$ cat config.mk
export PLATFORM = sky130hd
export DESIGN_NAME = circle_anim_ctrl
export DESIGN_NICKNAME = d
export VERILOG_FILES = /design/src/rtl/anim_pkg.sv /design/src/rtl/anim_tick_gen.sv /design/src/rtl/circle_anim_ctrl.sv
export SDC_FILE = /design/constraint.sdc
export NUM_CORES = 1
export LEC_CHECK = 0
export ABC_CLOCK_PERIOD_IN_PS = 3400
export BUFFER_PORTS_ARGS = -buffer_cell sky130_fd_sc_hd__clkbuf_2
export CORE_ASPECT_RATIO = 1.4
export CORE_MARGIN = 4
export CORE_UTILIZATION = 30
export CTS_CLUSTER_DIAMETER = 100
export CTS_CLUSTER_SIZE = 10
export DETAILED_ROUTE_END_ITERATION = 10
export HOLD_SLACK_MARGIN = 0.06
export SYNTH_ARGS = -nofsm -noshare
export SYNTH_HDL_FRONTEND = slang
export SYNTH_SLANG_ARGS = --single-unit
$ cat constraint.sdc
create_clock -name clk -period 3.4 [get_ports clk]
set_input_delay 0.68 -clock clk [delete_from_list [all_inputs] [get_ports clk]]
set_output_delay 0.68 -clock clk [all_outputs]
set_load 0.05 [all_outputs]
$ cat src/rtl/anim_pkg.sv
// anim_pkg: shared state encoding and default sizing for the circle animation controller
package anim_pkg;
  typedef enum logic [1:0] {IDLE, RUN, PAUSE} state_t;
  localparam int N_DISP_DEF = 4;
  localparam int DIV_DEF = 25000000;
endpackage

$ cat src/rtl/anim_tick_gen.sv
// anim_tick_gen: prescaler producing a one-cycle tick every DIV running cycles
module anim_tick_gen #(
  parameter int DIV = 25000000
) (
  input  logic clk,
  input  logic rst,
  input  logic run,
  input  logic clr,
  output logic tick
);
  localparam int W = $clog2(DIV);
  logic [W-1:0] cnt_q, cnt_d;
  assign tick = run && (cnt_q == W'(DIV - 1));
  // count only while running, wrap after the tick cycle, clear on request
  always_comb cnt_d = (clr || tick) ? '0 : run ? cnt_q + 1'b1 : cnt_q;
  // prescaler register
  always_ff @(posedge clk or posedge rst)
    if (rst) cnt_q <= '0;
    else cnt_q <= cnt_d;
endmodule

$ cat src/rtl/circle_anim_ctrl.sv
// circle_anim_ctrl: walks a circle around N_DISP seven-segment digits; CIRCLE_ANIM_DIR_EN enables the dir input
module circle_anim_ctrl
  import anim_pkg::*;
#(
  parameter int N_DISP = N_DISP_DEF,
  parameter int DIV = DIV_DEF
) (
  input  logic              clk,
  input  logic              rst,
  input  logic              start,
  input  logic              stop,
  input  logic              hold,
  input  logic              dir,
  output logic [N_DISP-1:0] enable,
  output logic              pozitie,
  output logic              busy,
  output logic              lap
);
  localparam int SW = $clog2(2 * N_DISP);
  localparam logic [SW-1:0] LAST = SW'(2 * N_DISP - 1);
  state_t state_q, state_d;
  logic [SW-1:0] step_q, step_d, idx;
  logic [N_DISP-1:0] enable_q, enable_d;
  logic pozitie_q, busy_q, lap_q, lap_d;
  logic run, clr, tick, ccw, wrap;
`ifdef CIRCLE_ANIM_DIR_EN
  assign ccw = dir;
`else
  logic unused_dir;
  assign unused_dir = dir;
  assign ccw = 1'b0;
`endif
  assign run = (state_q == RUN) && !stop && !hold;
  assign clr = (state_q == IDLE) || stop;
  assign wrap = ccw ? (step_q == '0) : (step_q == LAST);
  anim_tick_gen #(.DIV(DIV)) u_tick (
    .clk (clk),
    .rst (rst),
    .run (run),
    .clr (clr),
    .tick(tick)
  );
  // next state and step; stop beats hold beats start
  always_comb begin
    state_d = state_q;
    step_d = step_q;
    lap_d = 1'b0;
    case (state_q)
      IDLE: if (start && !stop) begin
        state_d = RUN;
        step_d = '0;
      end
      RUN: if (stop) state_d = IDLE;
      else if (hold) state_d = PAUSE;
      else if (tick) begin
        step_d = ccw ? (wrap ? LAST : step_q - 1'b1) : (wrap ? '0 : step_q + 1'b1);
        lap_d = wrap;
      end
      PAUSE: state_d = stop ? IDLE : hold ? PAUSE : RUN;
      default: state_d = IDLE;
    endcase
  end
  // upper half walks digits left to right, lower half walks back
  always_comb begin
    idx = (step_d < SW'(N_DISP)) ? step_d : LAST - step_d;
    enable_d = (state_d == IDLE) ? '0 : N_DISP'(1) << idx;
  end
  // state, step and registered outputs
  always_ff @(posedge clk or posedge rst)
    if (rst) begin
      state_q <= IDLE;
      step_q <= '0;
      enable_q <= '0;
      pozitie_q <= 1'b0;
      busy_q <= 1'b0;
      lap_q <= 1'b0;
    end else begin
      state_q <= state_d;
      step_q <= step_d;
      enable_q <= enable_d;
      pozitie_q <= (state_d != IDLE) && (step_d < SW'(N_DISP));
      busy_q <= state_d != IDLE;
      lap_q <= lap_d;
    end
  assign enable = enable_q;
  assign pozitie = pozitie_q;
  assign busy = busy_q;
  assign lap = lap_q;
endmodule

==> impl_metrics.ini <==
[final_layout]
syn_to_final_growth_pct = 10.5
final_nets = 224
n_antenna_cell = 0
drive_gt1_frac = 0.116

[setup_path]
slowest_delay_ns = 0.56
cp-start-kind = flip-flop
cp_max_fo = 5
crit_slowest_cell = nor4_1
endpoint_kind = flip-flop
arrival_ns = 2.84
path_class = flip-flop to flip-flop
crit_buf_inv = 1
critical-path-top-delay-family = simple AND/OR/NAND/NOR gates
crit_required_ns = 3.61
crit_chain = nor4_1 > nand3_1 > nor3_1 > mux2i_1 > inv_1 > or3_1 > a21oi_1

[yosys]
synth_cell_types = 35
ys_seq_area_frac = 0.482
syn_area_per_cell_um2 = 9.50
synth_top_area_share = 0.482
yosys-top-cells-area = dfrtp_1 48%, nor2_1 7.4%, xor2_1 6.4%
synth_area_um2 = 1920
synthArstFlopShare = 1.00
postSynthCellCount = 202
synth_most_common_cell = nor2_1
yosys_warnings = 0
synth_commonest_cells = 38 x nor2_1, 37 x dfrtp_1, 15 x nand2_1, 14 x xor2_1, 12 x nand3_1
synth_edf_count = 0
ys_ff_latch = 37
syn_nets = 211
synth_top_area_cell = dfrtp_1
synth-main-ff-cell = dfrtp_1

[drt]
route.detailed.drc = 0
drtIter0Drc = 57
routed_wl_mm = 3.74
ant_nets = 0
vias_per_cell = 4.99
vias = 1438
routedWlPerCell_um = 13.0
dr.pass1.iters = 4

[sta]
whs_ns = 0.469
final_max_slew_viol_count = 0
tns_ns = 0
slew_headroom = 0.617
finalCriticalPeriod_ns = 2.63
max_freq_mhz = 381
fin_skew_ns = 0.00490
worst_pin_slew_ns = 0.569
period_share = 0.773
rsz0062_at_grt = no
setup_viol = 0
hold_viol_final = 0

[die]
chipWidth_um = 75.6
coreArea_um2 = 6210
dieArea_um2 = 7760
start_util = 0.309
die_height_um = 103
rows = 34
io_pins = 13

[clock_tree]
htreeDepth = 2
clock_latency_ns = 0.29
cts_buffers = 5
cts_setup_buffers = 0
postCtsResizedCells = 0
hold_buffers = 0
cts_tree = built
clockBufferDepth = 2
path_clk_slew_ns = 0.07
cts-root-buf = clkbuf_8
cts.sinks = 37

[placement]
dp_hpwl_mm = 2.65
routabilityCongestion = 0.799
port_buffers = 11

[outcome]
outcome = completed

[grt]
grt_pass1_wl_mm = 6.33
grt_overflow = 0
grt_pass1_vias = 1374
grt_max_degree = 38
antenna_found_initial = 0
grt_usage = 0.110

[run]
max_cap_viol_count = 0

[power]
p_leak_nw = 0.890
ir_drop_v = 0.000121
power.density_nw_per_um2 = 382

[min_path]
hold_path.class = primary input to asynchronous set/reset pin
## worst register-to-register path, cell delays in order, from the launching register on
cell,delay (ns)
dfrtp_1,0.43
nor4_1,0.56
nand3_1,0.13
nor3_1,0.34
mux2i_1,0.41
inv_1,0.16
or3_1,0.39
a21oi_1,0.14
## cell type report
class	count	area [um^2]
clock buffers	8	80.1
well taps	72	90.1
fillers	650	4090
repair buffers	14	77.6
flip-flops and latches	37	926
multi-input cells	151	925
inverters	6	22.5
## per-layer routing
layer  global-route usage  vias to the layer above  routed length (um)
li1                     -                      711                   -
met1                0.114                      700                1570
met2                0.202                       20                1970
met3               0.0205                        7                  94
met4               0.0565                        0                 107
met5                    0                        -                   0
## where the power goes
group	leakage (nW)	total, W	switching [W]	internal [W]
registers	0.512	0.000451	0.00000510	0.000446
clock network	0.0395	0.000296	0.000150	0.000146
logic	0.338	0.0000631	0.0000464	0.0000167
## through the flow
| stage | std cells | power, W | util | instance area (um^2) | worst slack, ns |
|---|---|---|---|---|---|
| 2_1_floorplan | 202 | 0.000506 | - | 1920 | 0.912 |
| 3_3_place_gp | 280 | 0.000524 | 0.329 | 2040 | 0.603 |
| 3_5_place_dp | 280 | 0.000524 | 0.329 | 2040 | 0.502 |
| 4_1_cts | 288 | 0.000824 | 0.341 | 2120 | 0.762 |
| 5_1_grt | 288 | 0.000849 | 0.341 | 2120 | 0.421 |
| 6_report | 288 | 0.000810 | 0.341 | 2120 | 0.772 |
## registers in the layout, indices dropped and copies added, names as in the netlist
signal        flops
enable            4
pozitie           1
u_tick.cnt_q     25
busy              1
lap               1
state_q           2
step_q            3
## final timing paths
check	slack, ns	depth (start not counted)	start	end
min in group clk	0.55	2	u_tick.cnt_q[20]	u_tick.cnt_q[20]
hold / removal	0.47	3	rst	u_tick.cnt_q[10]
hold reg to reg	0.55	2	u_tick.cnt_q[20]	u_tick.cnt_q[20]
max in group asynchronous	2.60	3	rst	u_tick.cnt_q[18]
setup reg to reg	0.77	7	u_tick.cnt_q[9]	enable[0]
setup / recovery	0.77	7	u_tick.cnt_q[9]	enable[0]
## cells by family (layout without fill, tap and decap cells)
logic type,after synthesis,in the layout,share of synthesized area
XOR/XNOR,25,25,0.114
adder cells (fa/ha/maj),3,3,0.0196
buffers and inverters,14,28,0.0359
AO/OA/AOI/OAI,12,12,0.0424
flip-flops,37,37,0.482
AND/OR/NAND/NOR,110,110,0.301
multiplexers,1,1,0.00522
## layout by cell type (no fill, tap or decap)
master    synthesis  routed
nand3b_1          1       1
nand3_1          12      12
or3_1             6       6
nor4_1            2       2
inv_2             1       1
nand4_2           1       1
nor3_1            9       9
a32o_1            1       1
o31a_1            1       1
and2b_2           1       1
a21oi_1           8       8
a31oi_1           1       1
or2_2             1       1
buf_4             0       3
xor2_1           14      14
nor3b_1           1       1
clkbuf_8          0       5
clkbuf_1          5       3
and4b_1           1       1
nor2b_1           1       1
and2_1            2       2
nor4b_4           1       1
inv_1             5       5
and4_1            4       4
nand2_1          15      15
xnor2_1          11      11
o21ai_4           1       1
ha_1              3       3
and3_1            3       3
nand4_1           7       7
dfrtp_1          37      37
nor4b_1           2       2
nor2_1           38      38
clkbuf_2          0      11
mux2i_1           1       1
nand2b_1          2       2
No activity file was read; power rests on OpenSTA's default activity.
